### src/rtl/mux_scan_seq_pkg.sv
// Shared constants and FSM encoding for the mux scan sequencer.
// Widths are fixed by the 16-to-1 byte mux this block feeds.
package mux_scan_seq_pkg;

    localparam int WIDTH = 8;
    localparam int N_CH  = 16;
    localparam int SEL_W = 4;

    typedef enum logic [1:0] {
        IDLE = 2'd0,
        SCAN = 2'd1,
        DONE = 2'd2
    } state_t;

endpackage

### src/rtl/mux_scan_seq_if.sv
// Downstream (channel, byte) stream with a valid/ready handshake.
// The sequencer drives the master side; the consumer uses the slave side.
interface mux_scan_seq_if;
    import mux_scan_seq_pkg::*;

    logic             out_valid;
    logic             out_ready;
    logic [SEL_W-1:0] out_chan;
    logic [WIDTH-1:0] out_data;

    modport master (
        output out_valid,
        output out_chan,
        output out_data,
        input  out_ready
    );

    modport slave (
        input  out_valid,
        input  out_chan,
        input  out_data,
        output out_ready
    );

endinterface

### src/rtl/mux_scan_seq_next_en_finder.sv
// Combinational search for the lowest enabled channel at or above (incl=1)
// or strictly above (incl=0) a given index.
module next_en_finder
    import mux_scan_seq_pkg::*;
(
    input  logic [N_CH-1:0]  mask,
    input  logic [SEL_W-1:0] cur,
    input  logic             incl,
    output logic [SEL_W-1:0] nxt,
    output logic             found
);

    // Scan from the top down so the lowest qualifying index is the last one written.
    always_comb begin
        nxt   = '0;
        found = 1'b0;
        for (int i = N_CH - 1; i >= 0; i--) begin
            if (mask[i] && (incl ? (i >= int'(cur)) : (i > int'(cur)))) begin
                nxt   = SEL_W'(i);
                found = 1'b1;
            end
        end
    end

endmodule

### src/rtl/mux_scan_seq.sv
// Byte register bank feeding a 16-to-1 mux, plus a sequencer that walks the
// enabled channels in ascending order and streams the mux result downstream.
module mux_scan_seq
    import mux_scan_seq_pkg::*;
(
    input  logic             clk,
    input  logic             rst,
    input  logic             wr_en,
    input  logic [SEL_W-1:0] wr_addr,
    input  logic [WIDTH-1:0] wr_data,
    output logic [WIDTH-1:0] q0,
    output logic [WIDTH-1:0] q1,
    output logic [WIDTH-1:0] q2,
    output logic [WIDTH-1:0] q3,
    output logic [WIDTH-1:0] q4,
    output logic [WIDTH-1:0] q5,
    output logic [WIDTH-1:0] q6,
    output logic [WIDTH-1:0] q7,
    output logic [WIDTH-1:0] q8,
    output logic [WIDTH-1:0] q9,
    output logic [WIDTH-1:0] q10,
    output logic [WIDTH-1:0] q11,
    output logic [WIDTH-1:0] q12,
    output logic [WIDTH-1:0] q13,
    output logic [WIDTH-1:0] q14,
    output logic [WIDTH-1:0] q15,
    output logic [SEL_W-1:0] sel,
    input  logic [WIDTH-1:0] mux_result,
    input  logic             start,
    input  logic [N_CH-1:0]  en_mask,
    mux_scan_seq_if.master   stream,
    output logic             busy,
    output logic             done
);

    state_t           state;
    state_t           state_nxt;
    logic [SEL_W-1:0] sel_nxt;
    logic [N_CH-1:0]  mask_q;
    logic [N_CH-1:0]  mask_nxt;
    logic [WIDTH-1:0] bank [N_CH];

    logic [SEL_W-1:0] first_idx;
    logic             first_found;
    logic [SEL_W-1:0] next_idx;
    logic             next_found;

    next_en_finder u_first (
        .mask  (en_mask),
        .cur   ('0),
        .incl  (1'b1),
        .nxt   (first_idx),
        .found (first_found)
    );

    next_en_finder u_next (
        .mask  (mask_q),
        .cur   (sel),
        .incl  (1'b0),
        .nxt   (next_idx),
        .found (next_found)
    );

    always_ff @(posedge clk) begin
        if (rst) begin
            for (int i = 0; i < N_CH; i++) begin
                bank[i] <= '0;
            end
        end else if (wr_en) begin
            bank[wr_addr] <= wr_data;
        end
    end

    always_ff @(posedge clk) begin
        if (rst) begin
            state  <= IDLE;
            sel    <= '0;
            mask_q <= '0;
        end else begin
            state  <= state_nxt;
            sel    <= sel_nxt;
            mask_q <= mask_nxt;
        end
    end

    // An empty mask skips straight to DONE so the requester still sees completion.
    always_comb begin
        state_nxt = state;
        sel_nxt   = sel;
        mask_nxt  = mask_q;
        case (state)
            IDLE: begin
                if (start) begin
                    mask_nxt = en_mask;
                    if (first_found) begin
                        sel_nxt   = first_idx;
                        state_nxt = SCAN;
                    end else begin
                        state_nxt = DONE;
                    end
                end
            end
            SCAN: begin
                if (stream.out_ready) begin
                    if (next_found) begin
                        sel_nxt = next_idx;
                    end else begin
                        state_nxt = DONE;
                    end
                end
            end
            DONE:    state_nxt = IDLE;
            default: state_nxt = IDLE;
        endcase
    end

    assign stream.out_valid = (state == SCAN);
    assign stream.out_chan  = sel;
    assign stream.out_data  = mux_result;
    assign busy             = (state == SCAN);
    assign done             = (state == DONE);

    assign q0  = bank[0];
    assign q1  = bank[1];
    assign q2  = bank[2];
    assign q3  = bank[3];
    assign q4  = bank[4];
    assign q5  = bank[5];
    assign q6  = bank[6];
    assign q7  = bank[7];
    assign q8  = bank[8];
    assign q9  = bank[9];
    assign q10 = bank[10];
    assign q11 = bank[11];
    assign q12 = bank[12];
    assign q13 = bank[13];
    assign q14 = bank[14];
    assign q15 = bank[15];

endmodule
### src/flat_wrapper.sv
// flat-port wrapper written by rule: the top's interface ports become plain ports
module mux_scan_seq_flat import mux_scan_seq_pkg::*;
  (clk, rst, wr_en, wr_addr, wr_data, q0, q1, q2, q3, q4, q5, q6, q7, q8, q9, q10, q11, q12, q13, q14, q15, sel, mux_result, start, en_mask, busy, done, stream_out_valid, stream_out_chan, stream_out_data, stream_out_ready);
  mux_scan_seq_if stream_i ();
  input  logic clk;
  input  logic rst;
  input  logic wr_en;
  input  logic [SEL_W-1:0] wr_addr;
  input  logic [WIDTH-1:0] wr_data;
  output logic [WIDTH-1:0] q0;
  output logic [WIDTH-1:0] q1;
  output logic [WIDTH-1:0] q2;
  output logic [WIDTH-1:0] q3;
  output logic [WIDTH-1:0] q4;
  output logic [WIDTH-1:0] q5;
  output logic [WIDTH-1:0] q6;
  output logic [WIDTH-1:0] q7;
  output logic [WIDTH-1:0] q8;
  output logic [WIDTH-1:0] q9;
  output logic [WIDTH-1:0] q10;
  output logic [WIDTH-1:0] q11;
  output logic [WIDTH-1:0] q12;
  output logic [WIDTH-1:0] q13;
  output logic [WIDTH-1:0] q14;
  output logic [WIDTH-1:0] q15;
  output logic [SEL_W-1:0] sel;
  input  logic [WIDTH-1:0] mux_result;
  input  logic start;
  input  logic [N_CH-1:0] en_mask;
  output logic busy;
  output logic done;
  output wire logic [$bits(stream_i.out_valid)-1:0] stream_out_valid;
  output wire logic [$bits(stream_i.out_chan)-1:0] stream_out_chan;
  output wire logic [$bits(stream_i.out_data)-1:0] stream_out_data;
  input wire logic [$bits(stream_i.out_ready)-1:0] stream_out_ready;
  assign stream_out_valid = stream_i.out_valid;
  assign stream_out_chan = stream_i.out_chan;
  assign stream_out_data = stream_i.out_data;
  assign stream_i.out_ready = stream_out_ready;
  mux_scan_seq u_core (.clk(clk), .rst(rst), .wr_en(wr_en), .wr_addr(wr_addr), .wr_data(wr_data), .q0(q0), .q1(q1), .q2(q2), .q3(q3), .q4(q4), .q5(q5), .q6(q6), .q7(q7), .q8(q8), .q9(q9), .q10(q10), .q11(q11), .q12(q12), .q13(q13), .q14(q14), .q15(q15), .sel(sel), .mux_result(mux_result), .start(start), .en_mask(en_mask), .stream(stream_i), .busy(busy), .done(done));
endmodule
### config.mk
export PLATFORM = sky130hd
export DESIGN_NAME = mux_scan_seq_flat
export DESIGN_NICKNAME = d
export VERILOG_FILES = /design/src/rtl/mux_scan_seq_pkg.sv /design/src/rtl/mux_scan_seq_if.sv /design/src/rtl/mux_scan_seq_next_en_finder.sv /design/src/rtl/mux_scan_seq.sv /design/src/flat_wrapper.sv
export SDC_FILE = /design/constraint.sdc
export NUM_CORES = 1
export LEC_CHECK = 0
export CAP_MARGIN = 40
export CORE_MARGIN = 1
export CORE_UTILIZATION = 40
export DETAILED_ROUTE_END_ITERATION = 10
export GPL_ROUTABILITY_DRIVEN = 0
export PLACE_DENSITY = 0.73
export SLEW_MARGIN = 20
export SYNTH_ARGS = -nofsm -noshare
export SYNTH_HDL_FRONTEND = slang
export SYNTH_SLANG_ARGS = --single-unit
### constraint.sdc
create_clock -name clk -period 2.2 [get_ports clk]
set_input_delay 0.44 -clock clk [delete_from_list [all_inputs] [get_ports clk]]
set_output_delay 0.44 -clock clk [all_outputs]
set_load 0.005 [all_outputs]
==> results.toml <==
[run_status]
outcome = "finished, final reports clean"

[run]
cap_violations = 0

[synthesis]
synth.cell_area_um2 = 6420
yosysSeqAreaShare_pct = 66.4
yosysWarnings = 0
syn_avg_cell_area_um2 = 12.4
yosysTopAreaCell = "edfxtp_1"
synthTopCellsByArea = "edfxtp_1 60%, and2_1 13%, dfxtp_1 6.5%"
synth_commonest_cells = "129 x and2_1, 128 x edfxtp_1, 44 x nand2_1"
yosysMostFrequentCell = "and2_1"
syn_nets = 560
synth_edf_count = 128
synth_cell_type_count = 51
netlist_instances = 519
synth_seq_cells = 149
synth_top_area_share_pct = 59.9
ys.flop_type = "edfxtp_1"
synthArstFlopShare_pct = 0

[hold_path]
hold_class = "reg -> reg"
hold_end = "u_core.mask_q[1]$_SDFFE_PP0P_"
hold_depth = 2
min-delay-start = "u_core.mask_q[1]$_SDFFE_PP0P_"

[power]
powerDensity_nw_per_um2 = 764
power_leakage_nw = 3.38
p_sw_share_pct = 24.3
power.internal_mw = 5.34
p_sw_mw = 1.71
vdd_drop_max_mv = 0.605
clock_power_share_pct = 39.5
p_comb_share_pct = 13.3
power_frac_seq_pct = 47.2

[cts]
worstSkewPairLatency_ns = 0.42
numCtsBuffers = 17
clk_pin_slew_worst_paths_ns = 0.07
cts_setup_buffers = 0
clockBufferDepth = 2
cts_tree = "built"
htreeDepth = 4
clkSinkCount = 149
cts-root-buf = "clkbuf_16"

[sta]
max_freq_mhz = 470
final-hold-violation-count = 0
slew_headroom_pct = 67.0
tightestPinTransition_ns = 0.483
maxSlewViolCount = 0
finalCritPeriodShare_pct = 96.6
setup_viol = 0
rsz0062_at_grt = "false"
skew_ns = 0.00697
setup_ws_ns = 0.0743
final.min_clock_period_ns = 2.13

[critical_path]
regToRegSetupSlack_ns = 0.09
worstPathCellList = "and2b_2, clkdlybuf4s50_1"
cp_slowest_stage_delay_ns = 0.52
path_depth = 2
worstPathArrival_ns = 1.69
crit-reg2reg-launch = "u_core.sel[0]$_SDFFE_PP0P_"
start_kind = "flip-flop"
worstReg2RegEnd = "u_core.state[0]$_SDFFE_PP0P_"
path_buf_inv = 1
slowest_stage = "clkdlybuf4s50_1"
crit_fanout = 7
required_ns = 1.76
reg2reg_depth = 6
criticalPathCategory = "reg -> out"
critPathCaptureType = "output pin"
cpLargestDelayFamily = "buffers and inverters"

[floorplan]
die_x_um = 129
die_y_um = 129
rows = 45
design.die.area_um2 = 16600
initial_core_util_pct = 41.6
io_pins = 188
core_area_um2 = 15400

[route]
drt_wl_total_mm = 16.3
drc_errors = 0
vias_per_cell = 4.94
drt_pass1_iterations = 4
ant_nets = 0
wl_per_cell_um = 17.1
drt_first_iter_violations = 265
via_count = 4724

[global_routing]
grt_pass1_wl_mm = 25.1
globalRoute.totalOverflow = 0
grt_max_degree = 38
grt_usage_pct = 20.5
antenna_found_initial = 0
grt_pass1_vias = 4752

[finish]
fillers = 1221
final_area_um2 = 9220
syn2layout_area_growth_pct = 43.7
drive_gt1_share_pct = 15.7
n_antenna_cell = 0
fin_nets = 773

[placement]
dpl_worst_slack_ns = -0.258
hpwlAfterDp_mm = 11.7
placed_area_um2 = 8640
port_buffers = 171
## cell families (layout without fill, tap and decap cells)
kind of cell / count (synthesis) / count (layout) / synth area share [%]
buf+inv: 41 / 267 / 3.35
mux: 2 / 2 / 0.312
compound gates: 68 / 68 / 7.29
flops: 149 / 149 / 66.4
simple gates: 259 / 259 / 22.6
## placed cells by master (no fill, tap or decap), drive strengths merged, types with 2 or more instances in the layout
cell type | Yosys | routed
o21bai | 3 | 3
clkinvlp | 0 | 4
nand3 | 5 | 5
o21ai | 7 | 7
or3b | 2 | 2
nand2 | 44 | 44
nand2b | 8 | 8
clkinv | 0 | 4
or2 | 17 | 17
a211oi | 3 | 3
buf | 17 | 58
or3 | 2 | 2
nor2b | 7 | 7
o31ai | 3 | 3
o22a | 3 | 3
o41ai | 4 | 4
o2bb2ai | 2 | 2
a31oi | 3 | 3
a21oi | 21 | 21
mux2i | 2 | 2
clkbuf | 18 | 17
o22ai | 2 | 2
and2 | 129 | 129
nor4 | 3 | 3
nor3 | 7 | 7
inv | 6 | 12
a311oi | 4 | 4
nand4b | 2 | 2
nor2 | 29 | 29
edfxtp | 128 | 128
clkdlybuf4s50 | 0 | 171
dfxtp | 21 | 21
## power groups by stage
stage	sequential, mW	combinational [mW]	clock (mW)
6_report	3.33	0.936	2.78
5_1_grt	3.34	1.01	2.92
4_1_cts	3.33	0.939	2.81
3_5_place_dp	3.39	0.933	0
3_3_place_gp	3.38	0.910	0
2_1_floorplan	3.37	0.356	0
## through the flow
| step | util (%) | total power, mW | setup TNS, ns | hold WS (ns) | cells |
|---|---|---|---|---|---|
| 2_1_floorplan | - | 3.73 | 0 | 0.437 | 519 |
| 3_3_place_gp | 56.0 | 4.29 | -1.36 | 0.453 | 924 |
| 3_5_place_dp | 56.0 | 4.32 | -2.61 | 0.464 | 924 |
| 4_1_cts | 59.7 | 7.07 | 0 | 0.473 | 956 |
| 5_1_grt | 59.8 | 7.28 | 0 | 0.493 | 956 |
| 6_report | 59.8 | 7.05 | 0 | 0.481 | 956 |
## per-layer routing
layer	up-vias	routed length [um]	global-route usage [%]
li1	2251	-	-
met1	2262	6640	23.6
met2	191	8190	36.0
met3	20	1250	5.82
met4	0	255	7.82
met5	-	0	0
## worst max-delay path by stage
stage,from,end,slack (ns)
finish,u_core.state[0]$_SDFFE_PP0P_,stream_out_valid,0.07
global route,u_core.state[0]$_SDFFE_PP0P_,stream_out_valid,0.002
CTS,u_core.state[0]$_SDFFE_PP0P_,stream_out_valid,0.004
detailed placement,en_mask[4],u_core.sel[2]$_SDFFE_PP0P_,-0.26
global placement,en_mask[4],u_core.state[0]$_SDFFE_PP0P_,-0.14
floorplan,u_core.sel[3]$_SDFFE_PP0P_,u_core.state[0]$_SDFFE_PP0P_,0.18
## flip-flops by register name, summed over array words and instances, names as in the netlist
signal and flops:
u_core.sel 4, u_core.bank 128, u_core.state 2, u_core.mask_q 15
## worst register-to-register path, cell delays in order, from the launching register on
cell	delay [ns]
dfxtp_2	0.44
nor2b_1	0.09
o22a_1	0.21
or4b_1	0.56
o41a_1	0.44
o21ai_1	0.15
a211oi_1	0.09
## area by class of cell
type	count	area [um2]	share of cell area (%)
clock buffers	17	425	4.61
clock inverters	15	145	1.57
inverters	6	22.5	0.244
multi-input cells	329	1950	21.1
flip-flops and latches	149	4270	46.3
well taps	211	264	2.86
repair buffers	229	2150	23.3
## timing repair
item,4_1_cts,5_1_grt
hold buffers,0,0
setup endpoints to repair,2,9
pin swaps,0,0
resized for setup,2,4
Note: power is estimated with default switching activity, not from simulation.
